File: src/rtl/scope_trigger_capture.sv
// Trigger and capture controller for the LCD scope: arms on request, detects a
// level/slope trigger and strobes exactly DEPTH samples through the address counter.
module scope_trigger_capture #(
  parameter int DATA_W  = 8,
  parameter int ADDR_W  = 10,
  parameter int DEPTH   = 2**ADDR_W,
  parameter int HOLDOFF = 16,
  parameter int AUTO_TO = 4096
) (
  input  logic              clk,
  input  logic              rst,
  input  logic              arm,
  input  logic              single,
  input  logic              auto_mode,
  input  logic              slope,
  input  logic [DATA_W-1:0] trig_level,
  input  logic              smp_valid,
  input  logic [DATA_W-1:0] smp_data,
  input  logic [ADDR_W-1:0] cnt_value,
  output logic              cnt_en,
  output logic              cnt_clr,
  output logic              wr_en,
  output logic              busy,
  output logic              triggered,
  output logic              done,
  output logic [2:0]        dbg_state
);

  // The sample port is valid-only: each cycle with smp_valid=1 carries one sample
  // that is consumed in that cycle; there is no back-pressure toward the source.

  localparam int HO_W = $clog2(HOLDOFF) + 1;
  localparam int TO_W = $clog2(AUTO_TO) + 1;
  localparam logic [HO_W-1:0]   HO_LAST   = HO_W'((HOLDOFF > 0) ? HOLDOFF - 1 : 0);
  localparam logic [TO_W-1:0]   TO_LAST   = TO_W'((AUTO_TO > 0) ? AUTO_TO - 1 : 0);
  localparam logic [ADDR_W-1:0] LAST_ADDR = ADDR_W'(DEPTH - 1);

  typedef enum logic [2:0] {
    S_IDLE,
    S_HOLDOFF,
    S_WAIT_TRIG,
    S_CAPTURE,
    S_DONE
  } state_t;

  state_t            state_q, state_d;
  logic              cnt_clr_q, cnt_clr_d;
  logic              busy_q, busy_d;
  logic              triggered_q, triggered_d;
  logic              done_q, done_d;
  logic [HO_W-1:0]   ho_cnt_q, ho_cnt_d;
  logic [TO_W-1:0]   to_cnt_q, to_cnt_d;
  logic [DATA_W-1:0] prev_q, prev_d;
  logic              prev_vld_q, prev_vld_d;
  logic [DATA_W-1:0] lvl_q, lvl_d;
  logic              cnt_en_c;

  logic rise_hit, fall_hit, trig_hit, timeout_hit;

  assign rise_hit    = prev_vld_q && (prev_q < lvl_q) && (smp_data >= lvl_q);
  assign fall_hit    = prev_vld_q && (prev_q > lvl_q) && (smp_data <= lvl_q);
  assign trig_hit    = slope ? fall_hit : rise_hit;
  // Timeout counter saturates at its terminal value, so a late auto_mode still fires.
  assign timeout_hit = auto_mode && (to_cnt_q == TO_LAST);

  always_comb begin
    state_d     = state_q;
    cnt_en_c    = 1'b0;
    cnt_clr_d   = 1'b0;
    triggered_d = triggered_q;
    ho_cnt_d    = ho_cnt_q;
    to_cnt_d    = to_cnt_q;
    prev_d      = prev_q;
    prev_vld_d  = prev_vld_q;
    lvl_d       = lvl_q;

    case (state_q)
      S_IDLE, S_DONE: begin
        // Continuous mode re-arms itself one cycle after completion.
        if (arm || (state_q == S_DONE && !single)) begin
          lvl_d       = trig_level;
          cnt_clr_d   = 1'b1;
          triggered_d = 1'b0;
          ho_cnt_d    = '0;
          to_cnt_d    = '0;
          prev_vld_d  = 1'b0;
          state_d     = (HOLDOFF == 0) ? S_WAIT_TRIG : S_HOLDOFF;
        end
      end
      S_HOLDOFF: begin
        if (smp_valid) begin
          if (ho_cnt_q == HO_LAST) begin
            to_cnt_d   = '0;
            prev_vld_d = 1'b0;
            state_d    = S_WAIT_TRIG;
          end else begin
            ho_cnt_d = ho_cnt_q + 1'b1;
          end
        end
      end
      S_WAIT_TRIG: begin
        if (smp_valid) begin
          if (trig_hit || timeout_hit) begin
            cnt_en_c    = 1'b1;
            triggered_d = trig_hit;
            state_d     = S_CAPTURE;
          end else begin
            prev_d     = smp_data;
            prev_vld_d = 1'b1;
            if (to_cnt_q != TO_LAST) to_cnt_d = to_cnt_q + 1'b1;
          end
        end
      end
      S_CAPTURE: begin
        cnt_en_c = smp_valid;
        if (smp_valid && (cnt_value == LAST_ADDR)) state_d = S_DONE;
      end
      default: state_d = S_IDLE;
    endcase

    busy_d = (state_d == S_HOLDOFF) || (state_d == S_WAIT_TRIG) || (state_d == S_CAPTURE);
    done_d = (state_d == S_DONE);
  end

  always_ff @(posedge clk or negedge rst) begin
    if (!rst) begin
      state_q     <= S_IDLE;
      cnt_clr_q   <= 1'b0;
      busy_q      <= 1'b0;
      triggered_q <= 1'b0;
      done_q      <= 1'b0;
      ho_cnt_q    <= '0;
      to_cnt_q    <= '0;
      prev_q      <= '0;
      prev_vld_q  <= 1'b0;
      lvl_q       <= '0;
    end else begin
      state_q     <= state_d;
      cnt_clr_q   <= cnt_clr_d;
      busy_q      <= busy_d;
      triggered_q <= triggered_d;
      done_q      <= done_d;
      ho_cnt_q    <= ho_cnt_d;
      to_cnt_q    <= to_cnt_d;
      prev_q      <= prev_d;
      prev_vld_q  <= prev_vld_d;
      lvl_q       <= lvl_d;
    end
  end

  assign cnt_en    = cnt_en_c;
  assign wr_en     = cnt_en_c;
  assign cnt_clr   = cnt_clr_q;
  assign busy      = busy_q;
  assign triggered = triggered_q;
  assign done      = done_q;
  assign dbg_state = state_q;

endmodule

File: config.mk
export PLATFORM = sky130hd
export DESIGN_NAME = scope_trigger_capture
export DESIGN_NICKNAME = d
export VERILOG_FILES = /design/src/rtl/scope_trigger_capture.sv
export SDC_FILE = /design/constraint.sdc
export NUM_CORES = 1
export LEC_CHECK = 0
export BUFFER_PORTS_ARGS = -buffer_cell sky130_fd_sc_hd__buf_2
export CAP_MARGIN = 20
export CORE_MARGIN = 2
export CORE_UTILIZATION = 41
export DETAILED_ROUTE_END_ITERATION = 7
export GPL_TIMING_DRIVEN = 0
export REMOVE_ABC_BUFFERS = 1
export SLEW_MARGIN = 20
export SYNTH_ARGS = -nofsm -noshare
export SYNTH_HDL_FRONTEND = slang
export SYNTH_SLANG_ARGS = --single-unit
File: constraint.sdc
create_clock -name clk -period 6.8 [get_ports clk]
set_clock_uncertainty 0.1 [all_clocks]
set_input_delay 0.34 -clock clk [delete_from_list [all_inputs] [get_ports clk]]
set_output_delay 0.34 -clock clk [all_outputs]
set_load 0.02 [all_outputs]
==> results.json <==
{
  "wl_per_cell_um": 13.3,
  "num_rows": 28,
  "root_buffer": "clkbuf_8",
  "fill_cells": 585,
  "synth_area_um2": 2500,
  "vias": 2036,
  "cts_tree": "built",
  "worstMarginPinSlew_ns": 0.942,
  "crit_type": "reg -> out",
  "hpwl_um": 3810,
  "crit_end": "wr_en",
  "synthArstFlopShare": 1.00,
  "worstPathArrival_ns": 2.83,
  "period_share": 0.481,
  "drive_gt1_frac": 0.221,
  "placed_area_um2": 2760,
  "area_delta_synth_final_pct": 14.1,
  "grt-ovfl-total": 0,
  "avgViaCountPerCell": 5.39,
  "grt_setup_unrepaired": "false",
  "clock_sinks": 42,
  "max_cap_violations": 0,
  "reg2reg_depth": 9,
  "slew_violations": 0,
  "postCtsSetupRepairBufs": 0,
  "antenna_found_initial": 0,
  "status": "finished, final reports clean",
  "grt_pass1_vias": 1847,
  "timing.setup.tns_ns": 0,
  "yosysWarnings": 0,
  "yosys_register_bits": 42,
  "p_total_w": 0.000976,
  "ys_seq_area_frac": 0.421,
  "hold_viol": 0,
  "grt_max_degree": 43,
  "hold_path_class": "in -> async",
  "gp_congestion": 0.769,
  "fin_ws_ns": 3.53,
  "num_io_pins": 42,
  "synth_top_area_frac": 0.421,
  "fin_area_um2": 2850,
  "drc": 0,
  "place_ws_ns": 3.76,
  "grt_pass1_wl_um": 8420,
  "clock.fmax_mhz": 306,
  "avgSynthCellArea_um2": 9.64,
  "critPathRequiredTime_ns": 6.36,
  "yosys-top-cells-area": "dfrtp_1 42%, ha_1 9.5%, nand2_1 4.7%",
  "reg2reg_slack_ns": 3.96,
  "syn-instance-count": 259,
  "synth_cell_type_count": 52,
  "clk_pin_slew_ns": 0.08,
  "drt_iter0_markers": 64,
  "portBuffers": 41,
  "cts_buffers": 5,
  "start_kind": "register",
  "die-area_um2": 6730,
  "synthFlopType": "dfrtp_1",
  "synth_edf_count": 0,
  "path_max_fanout": 5,
  "clockBufferDepth": 2,
  "cp-end-kind": "primary output",
  "hold_buffers": 0,
  "reg2reg_from": "prev_q[6]",
  "finalCriticalPeriod_ns": 3.27,
  "cp-startpoint": "lvl_q[1]",
  "ant_nets": 0,
  "gr-usage-all-layers": 0.161,
  "setup_viol": 0,
  "p_leak_nw": 1.32,
  "wl_um": 5040,
  "fp.dieH_um": 82.0,
  "clk_latency_ns": 0.28,
  "htreeDepth": 2,
  "p_per_area_nw_per_um2": 343,
  "diodes": 0,
  "drt_pass1_iterations": 4,
  "fin_nets": 354,
  "relSlewSlack": 0.372,
  "initial_core_util": 0.422,
  "peakVddDrop_mv": 0.171,
  "die_x_um": 82.0,
  "worstReg2RegEnd": "prev_q[2]",
  "core-area_um2": 5920,
  "cts_resized": 0,
  "synth.largest_area_cell": "dfrtp_1"
}
==> worst max-delay path, cell delays in order (launching register included) <==
cell and delay (ns):
dfrtp_1 0.34, inv_1 0.06, ha_1 0.29, nor2b_1 0.13, o211ai_1 0.11, a31o_1 0.27
a2111oi_4 0.40, a31oi_4 0.10, nor2_2 0.19, a21oi_1 0.10, a211oi_1 0.33, buf_2 0.22
==> routing by layer <==
layer | share of wire | GRT usage | vias up
met4 | 0.0036 | 0.0433 | 0
li1 | - | - | 1025
met1 | 0.50 | 0.229 | 975
met2 | 0.47 | 0.252 | 34
met3 | 0.028 | 0.0275 | 2
met5 | 0 | 0 | -
==> power breakdown <==
| part | leakage (nW) | switching (W) | internal, W |
|---|---|---|---|
| Sequential | 0.541 | 0.0000679 | 0.000335 |
| Combinational | 0.734 | 0.000242 | 0.000168 |
| Clock | 0.0482 | 0.0000818 | 0.0000820 |
| Total | 1.32 | 0.000391 | 0.000585 |
==> cell families after synthesis <==
family,synth area share
and+or+nand+nor,0.179
DFF,0.421
xor gates and xnor gates,0.0140
muxes,0.0396
adders and majority gates,0.0952
AOI/OAI and AO/OA,0.204
buffers and inverters,0.0471
==> flip-flops by register name (all words and copies together) (netlist names) <==
signal and flops:
busy 1, cnt_clr 1, dbg_state 3, done 1
ho_cnt_q 5, lvl_q 8, prev_q 8, prev_vld_q 1
to_cnt_q 13, triggered 1
==> synthesized netlist by cell type, drive strengths merged, types with 4 or more instances <==
cell type   n
mux2        7
dfrtp      42
a21oi      21
o31ai       7
ha         19
or4         5
nand3      10
nor2       15
a21o        4
nand4       8
nand2      31
o21ai      20
inv        18
nor3        5
==> cell usage in the layout, fill, tap and decap left out, types with 2 or more instances in the layout <==
cell type / n
nor2b_1: 2
o211ai_1: 2
clkbuf_8: 6
nand4_1: 8
nand3_1: 10
o21ai_0: 18
o31ai_1: 5
o31ai_4: 2
buf_2: 41
ha_1: 19
or4_1: 5
nor2_1: 14
o41ai_1: 2
or3_1: 3
nor3_1: 4
inv_1: 18
o22ai_1: 3
xor2_1: 3
a21oi_1: 21
nand2_1: 31
a21o_1: 3
mux2i_1: 2
dfrtp_1: 42
mux2_2: 7
and3_1: 2
nand2b_1: 2
o21ai_1: 2
==> worst min-delay path by stage <==
| stage | endpoint | slack (ns) | cells after the start |
|---|---|---|---|
| floorplan | busy | -0.06 | 0 |
| global placement | to_cnt_q[1] | 0.39 | 2 |
| detailed placement | ho_cnt_q[4] | 0.40 | 2 |
| CTS | prev_q[3] | 0.14 | 1 |
| global route | lvl_q[6] | 0.15 | 3 |
| finish | prev_q[6] | 0.10 | 1 |
==> stage by stage <==
stage	hold slack, ns	cells	utilization
2_1_floorplan	-0.0556	253	-
5_1_grt	0.151	378	0.481
4_1_cts	0.137	378	0.481
3_3_place_gp	0.388	369	0.464
6_report	0.101	378	0.481
3_5_place_dp	0.399	370	0.466
==> cell type report <==
type	count	area, um2	share of cell area
clock buffer	7	86.3	0.0303
clock inverter	1	5.00	0.00176
inverter	19	71.3	0.0250
multi-input combinational	192	1330	0.466
sequential	42	1050	0.369
tap	75	93.8	0.0329
timing repair buffer	42	213	0.0747
(Power assumes the default switching activity.)
